--- src/rtl/alu_issue_sequencer.sv ---
// Issue sequencer in front of the 8-bit combinational ALU: accepts one instruction per
// handshake, reads operands from an 8-entry register file, captures the ALU result and writes it back.
package alu_issue_sequencer_pkg;

  typedef enum logic [1:0] {
    IDLE = 2'd0,
    EXEC = 2'd1,
    WB   = 2'd2
  } state_t;

  typedef struct packed {
    logic       li;
    logic [2:0] op;
    logic [2:0] rd;
    logic [2:0] ra;
    logic [2:0] rb;
    logic [2:0] lo;
  } instr_t;

endpackage

module alu_issue_sequencer
  import alu_issue_sequencer_pkg::*;
#(
  parameter int unsigned DW = 8,
  parameter int unsigned AW = 3
) (
  input  logic          clk,
  input  logic          reset,
  input  logic          instr_valid,
  output logic          instr_ready,
  input  logic [15:0]   instr,
  output logic [DW-1:0] alu_in1,
  output logic [DW-1:0] alu_in2,
  output logic [2:0]    alu_sel,
  input  logic [DW-1:0] alu_out,
  input  logic          alu_z,
  output logic          z_flag,
  output logic          done,
  input  logic [AW-1:0] dbg_addr,
  output logic [DW-1:0] dbg_data
);

  localparam int unsigned NREG = 2 ** AW;

  state_t        state;
  state_t        state_nxt;
  instr_t        ir;
  instr_t        instr_f;
  logic [7:0]    ir_imm;
  logic [DW-1:0] rf [NREG];
  logic [DW-1:0] res;
  logic          res_z;
  logic          accept_c;

  assign instr_f  = instr_t'(instr);
  // The immediate shares bits [7:0] with the ra/rb fields.
  assign ir_imm   = {ir.ra[1:0], ir.rb, ir.lo};
  assign dbg_data = rf[dbg_addr];

  // State register.
  always_ff @(posedge clk) begin
    if (reset) begin
      state <= IDLE;
    end else begin
      state <= state_nxt;
    end
  end

  // Next-state and handshake decode.
  always_comb begin
    state_nxt   = state;
    instr_ready = 1'b0;
    accept_c    = 1'b0;
    case (state)
      IDLE: begin
        instr_ready = !reset;
        accept_c    = instr_valid && !reset;
        if (accept_c) begin
          state_nxt = instr_f.li ? WB : EXEC;
        end
      end
      EXEC:    state_nxt = WB;
      WB:      state_nxt = IDLE;
      default: state_nxt = IDLE;
    endcase
  end

  // Datapath: ALU drive is loaded on the way into EXEC so it is only non-zero during EXEC.
  always_ff @(posedge clk) begin
    if (reset) begin
      ir      <= '0;
      res     <= '0;
      res_z   <= 1'b0;
      z_flag  <= 1'b0;
      done    <= 1'b0;
      alu_in1 <= '0;
      alu_in2 <= '0;
      alu_sel <= '0;
      for (int i = 0; i < NREG; i++) begin
        rf[i] <= '0;
      end
    end else begin
      done    <= (state_nxt == WB);
      alu_in1 <= '0;
      alu_in2 <= '0;
      alu_sel <= '0;
      if (accept_c) begin
        ir <= instr_f;
      end
      if (state_nxt == EXEC) begin
        alu_in1 <= rf[AW'(instr_f.ra)];
        alu_in2 <= rf[AW'(instr_f.rb)];
        alu_sel <= instr_f.op;
      end
      if (state == EXEC) begin
        res   <= alu_out;
        res_z <= alu_z;
      end
      if (state == WB) begin
        if (ir.li) begin
          rf[AW'(ir.rd)] <= DW'(ir_imm);
        end else begin
          rf[AW'(ir.rd)] <= res;
          z_flag         <= res_z;
        end
      end
    end
  end

endmodule

--- config.mk ---
export PLATFORM = sky130hd
export DESIGN_NAME = alu_issue_sequencer
export DESIGN_NICKNAME = d
export VERILOG_FILES = /design/src/rtl/alu_issue_sequencer.sv
export SDC_FILE = /design/constraint.sdc
export NUM_CORES = 1
export LEC_CHECK = 0
export CORE_MARGIN = 5
export CORE_UTILIZATION = 35
export CTS_CLUSTER_SIZE = 20
export DETAILED_ROUTE_END_ITERATION = 12
export GPL_ROUTABILITY_DRIVEN = 0
export PLACE_DENSITY = 0.53
export SETUP_SLACK_MARGIN = 0.1
export SLEW_MARGIN = 20
export SYNTH_ARGS = -nofsm -noshare
export SYNTH_HDL_FRONTEND = slang
export SYNTH_SLANG_ARGS = --single-unit
--- constraint.sdc ---
create_clock -name clk -period 2.4 [get_ports clk]
set_clock_uncertainty 0.05 [all_clocks]
set_input_delay 0.6 -clock clk [delete_from_list [all_inputs] [get_ports clk]]
set_output_delay 0.6 -clock clk [all_outputs]
set_load 0.1 [all_outputs]
==> metrics <==
CTS tree=yes; leakage power=0.002631 uW; Data required, critical path=1.75 ns; cell family contributing the most delay on the critical path=multiplexers; number of antenna violations at the first check in global routing=0; Post-synth top cells=69 x nor2_1, 64 x edfxtp_1, 48 x nand2_1; fraction of layout cells with a size suffix above 1=0.3056; violated checks=setup timing; ys flop type=edfxtp_1; sequential cell area=2803 um^2; fin nets=579; remaining routing DRC violations=0; area taken by multi-input logic gates=2399 um^2; pin count of the biggest net entering global routing=21; outcome=finished, violations left; area of the core=15150 um^2; Max IR drop VDD=345.2 uV; Final Cycle Share=1.039; initial core utilization=0.3565; Clk Latency, worst-skew pair=0.36 ns; std cell rows=45; ant diodes=0; unrepaired setup endpoints after global routing=yes; final number of hold-violating endpoints=0; Yosys cell types=30; clock buffer depth=2; max-capacitance violation count=0; average vias per placed instance=5.255; total of fill cells in the finished design=1423; CTS root buf=clkbuf_16; Post-Synthesis Cell Area=5399 um^2; worst slack after detailed placement=-0.6365 ns; Peak Freq=0.4010 GHz; drt pass-1 iters=5; most frequent cell on the critical path=buf_12; type of the worst setup path=in2out; final worst path period need=2.494 ns; wire length of the first global-routing pass=23120 um; routed wire length=15000 um; via count of the first global-routing pass=3987; Die W=134.2 um; Area Growth Syn to Fin=28.97%; synthesized net count=486; Overflow after GRT=0; post-synth top area share=0.3560; nature of the critical path startpoint=input pin; post-DR wirelength/cell=20.25 um; overall track demand over capacity in global routing=0.1721; cells taking the most area after synthesis=edfxtp_1 36%, dfxtp_1 16%, mux2_2 8.3%, mux4_1 7.3%, mux2i_1 6.1%; Total Die Area=18010 um^2; ratio of total power to cell area=624.0 nW/um^2; number of design-rule violations left by the first detailed-router iteration=308; Worst-path clk slew=0.07 ns; flip-flop and latch count after synthesis=108; worst path cell trace=buf_12 > buf_12 > mux4_2 > mux2_4 > buf_12; count of buffers from port buffering=60; class of the most critical hold timing path=reg2reg; HPWL after detailed placement=10440 um; slew of the pin with the lowest slew margin=0.9268 ns; delay of the slowest cell on the worst path=0.51 ns; number of enable-type register cells in the synthesized netlist=64; Inserted Clock Buffers=9; number of buffers inserted to repair setup after CTS=0; CP max FO=8; H-tree Lvls=3; Total Power Consumption=4345 uW; Worst Setup End Kind=output pin; via count=3894; chip height=134.2 um; number of nets with antenna violations after routing=0; Pins Over Slew Limit=0; Slew headroom=0.3809; fraction of registers with async set/reset=0; Final setup viols=8; most numerous cell in the Yosys netlist=nor2_1; number of ports placed on the die boundary=61; data arrival time of the critical path=1.84 ns; leading area contributor after synthesis=edfxtp_1; number of warnings printed during yosys synthesis=0; Setup Total Neg Slack=-0.5425 ns; crit path max-delay cell type=mux4_2; part of the Yosys area used for sequential elements=0.5191; combined buffer and inverter count along the critical path=3; mean instance size in the synthesized netlist=11.87 um^2; setup ws final=-0.09381 ns; clk sinks=108; Mapped Cells=455
==> registers in the layout, indices dropped and copies added (netlist names), 2 cells and up <==
register / count
alu_sel: 3
state: 2
rf: 64
alu_in1: 8
ir: 12
res: 8
alu_in2: 8
==> repair_timing <==
action,in CTS,in global routing
pin swaps,0,0
resized for setup,22,0
setup endpoints to repair,9,8
cloned,2,0
hold buffers,0,0
==> layout make-up <==
class,count,area share
Inverter,1,0.0005391
Tap cell,188,0.03378
Sequential cell,108,0.4025
Timing Repair Buffer,113,0.1783
Multi-Input combinational cell,315,0.3445
Clock inverter,4,0.003414
Clock buffer,12,0.03702
==> cell usage in the layout, fill, tap and decap left out, types with 19 or more instances in the layout <==
cell type and n:
edfxtp_1 64, mux2_2 32, a21oi_1 21, nor3_1 19, clkdlybuf4s50_1 25, dfxtp_1 44
buf_12 23, buf_4 58, nor2_1 69, mux2i_1 33, nand2_1 48
==> metrics by stage <==
step | hold slack, ns | instances | instance area, um^2 | util
3_5_place_dp | 0.4029 | 723 | 6636 | 0.4382
3_3_place_gp | 0.3987 | 723 | 6636 | 0.4382
2_1_floorplan | 0.3860 | 455 | 5418 | -
4_1_cts | 0.4133 | 741 | 6963 | 0.4597
5_1_grt | 0.4405 | 741 | 6963 | 0.4597
6_report | 0.4084 | 741 | 6963 | 0.4597
==> cells by family (layout without fill, tap and decap cells) <==
kind of cell | count (synthesis) | in the layout | share of synthesized area
AO/OA/AOI/OAI | 53 | 53 | 0.06396
buffers and inverters | 32 | 130 | 0.03383
flip-flops | 108 | 108 | 0.5191
multiplexers | 97 | 97 | 0.2422
AND/OR/NAND/NOR | 165 | 165 | 0.1409
==> worst min-delay path: cells and delay by family, from the launching register on <==
kind / cells / cell delay [ns]
simple gates: 1 / 0.05
flops: 1 / 0.31
compound gates: 1 / 0.05
==> worst paths after layout <==
check         startpoint          end  slack (ns)  depth (start not counted)
max          dbg_addr[0]  dbg_data[2]       -0.09                          5
min                res_z        res_z        0.41                          2
max reg2reg     state[1]     rf[7][5]        0.48                          5
min reg2reg        res_z        res_z        0.41                          2
==> per-layer routing <==
layer | wire length, um | track usage | vias to the layer above | share of wire
met5 | 0 | 0 | - | 0
met4 | 267 | 0.05656 | 0 | 0.018
met3 | 842 | 0.03563 | 20 | 0.056
met2 | 7773 | 0.3101 | 129 | 0.52
met1 | 6121 | 0.2047 | 1900 | 0.41
li1 | - | - | 1845 | -
==> report_power, final <==
part           leakage [uW]  switching, uW  internal, uW
logic               0.00147            461           370
registers           0.00102           53.5          2020
clock network      0.000144            670           767
total               0.00263           1180          3160
(Power assumes the default switching activity.)
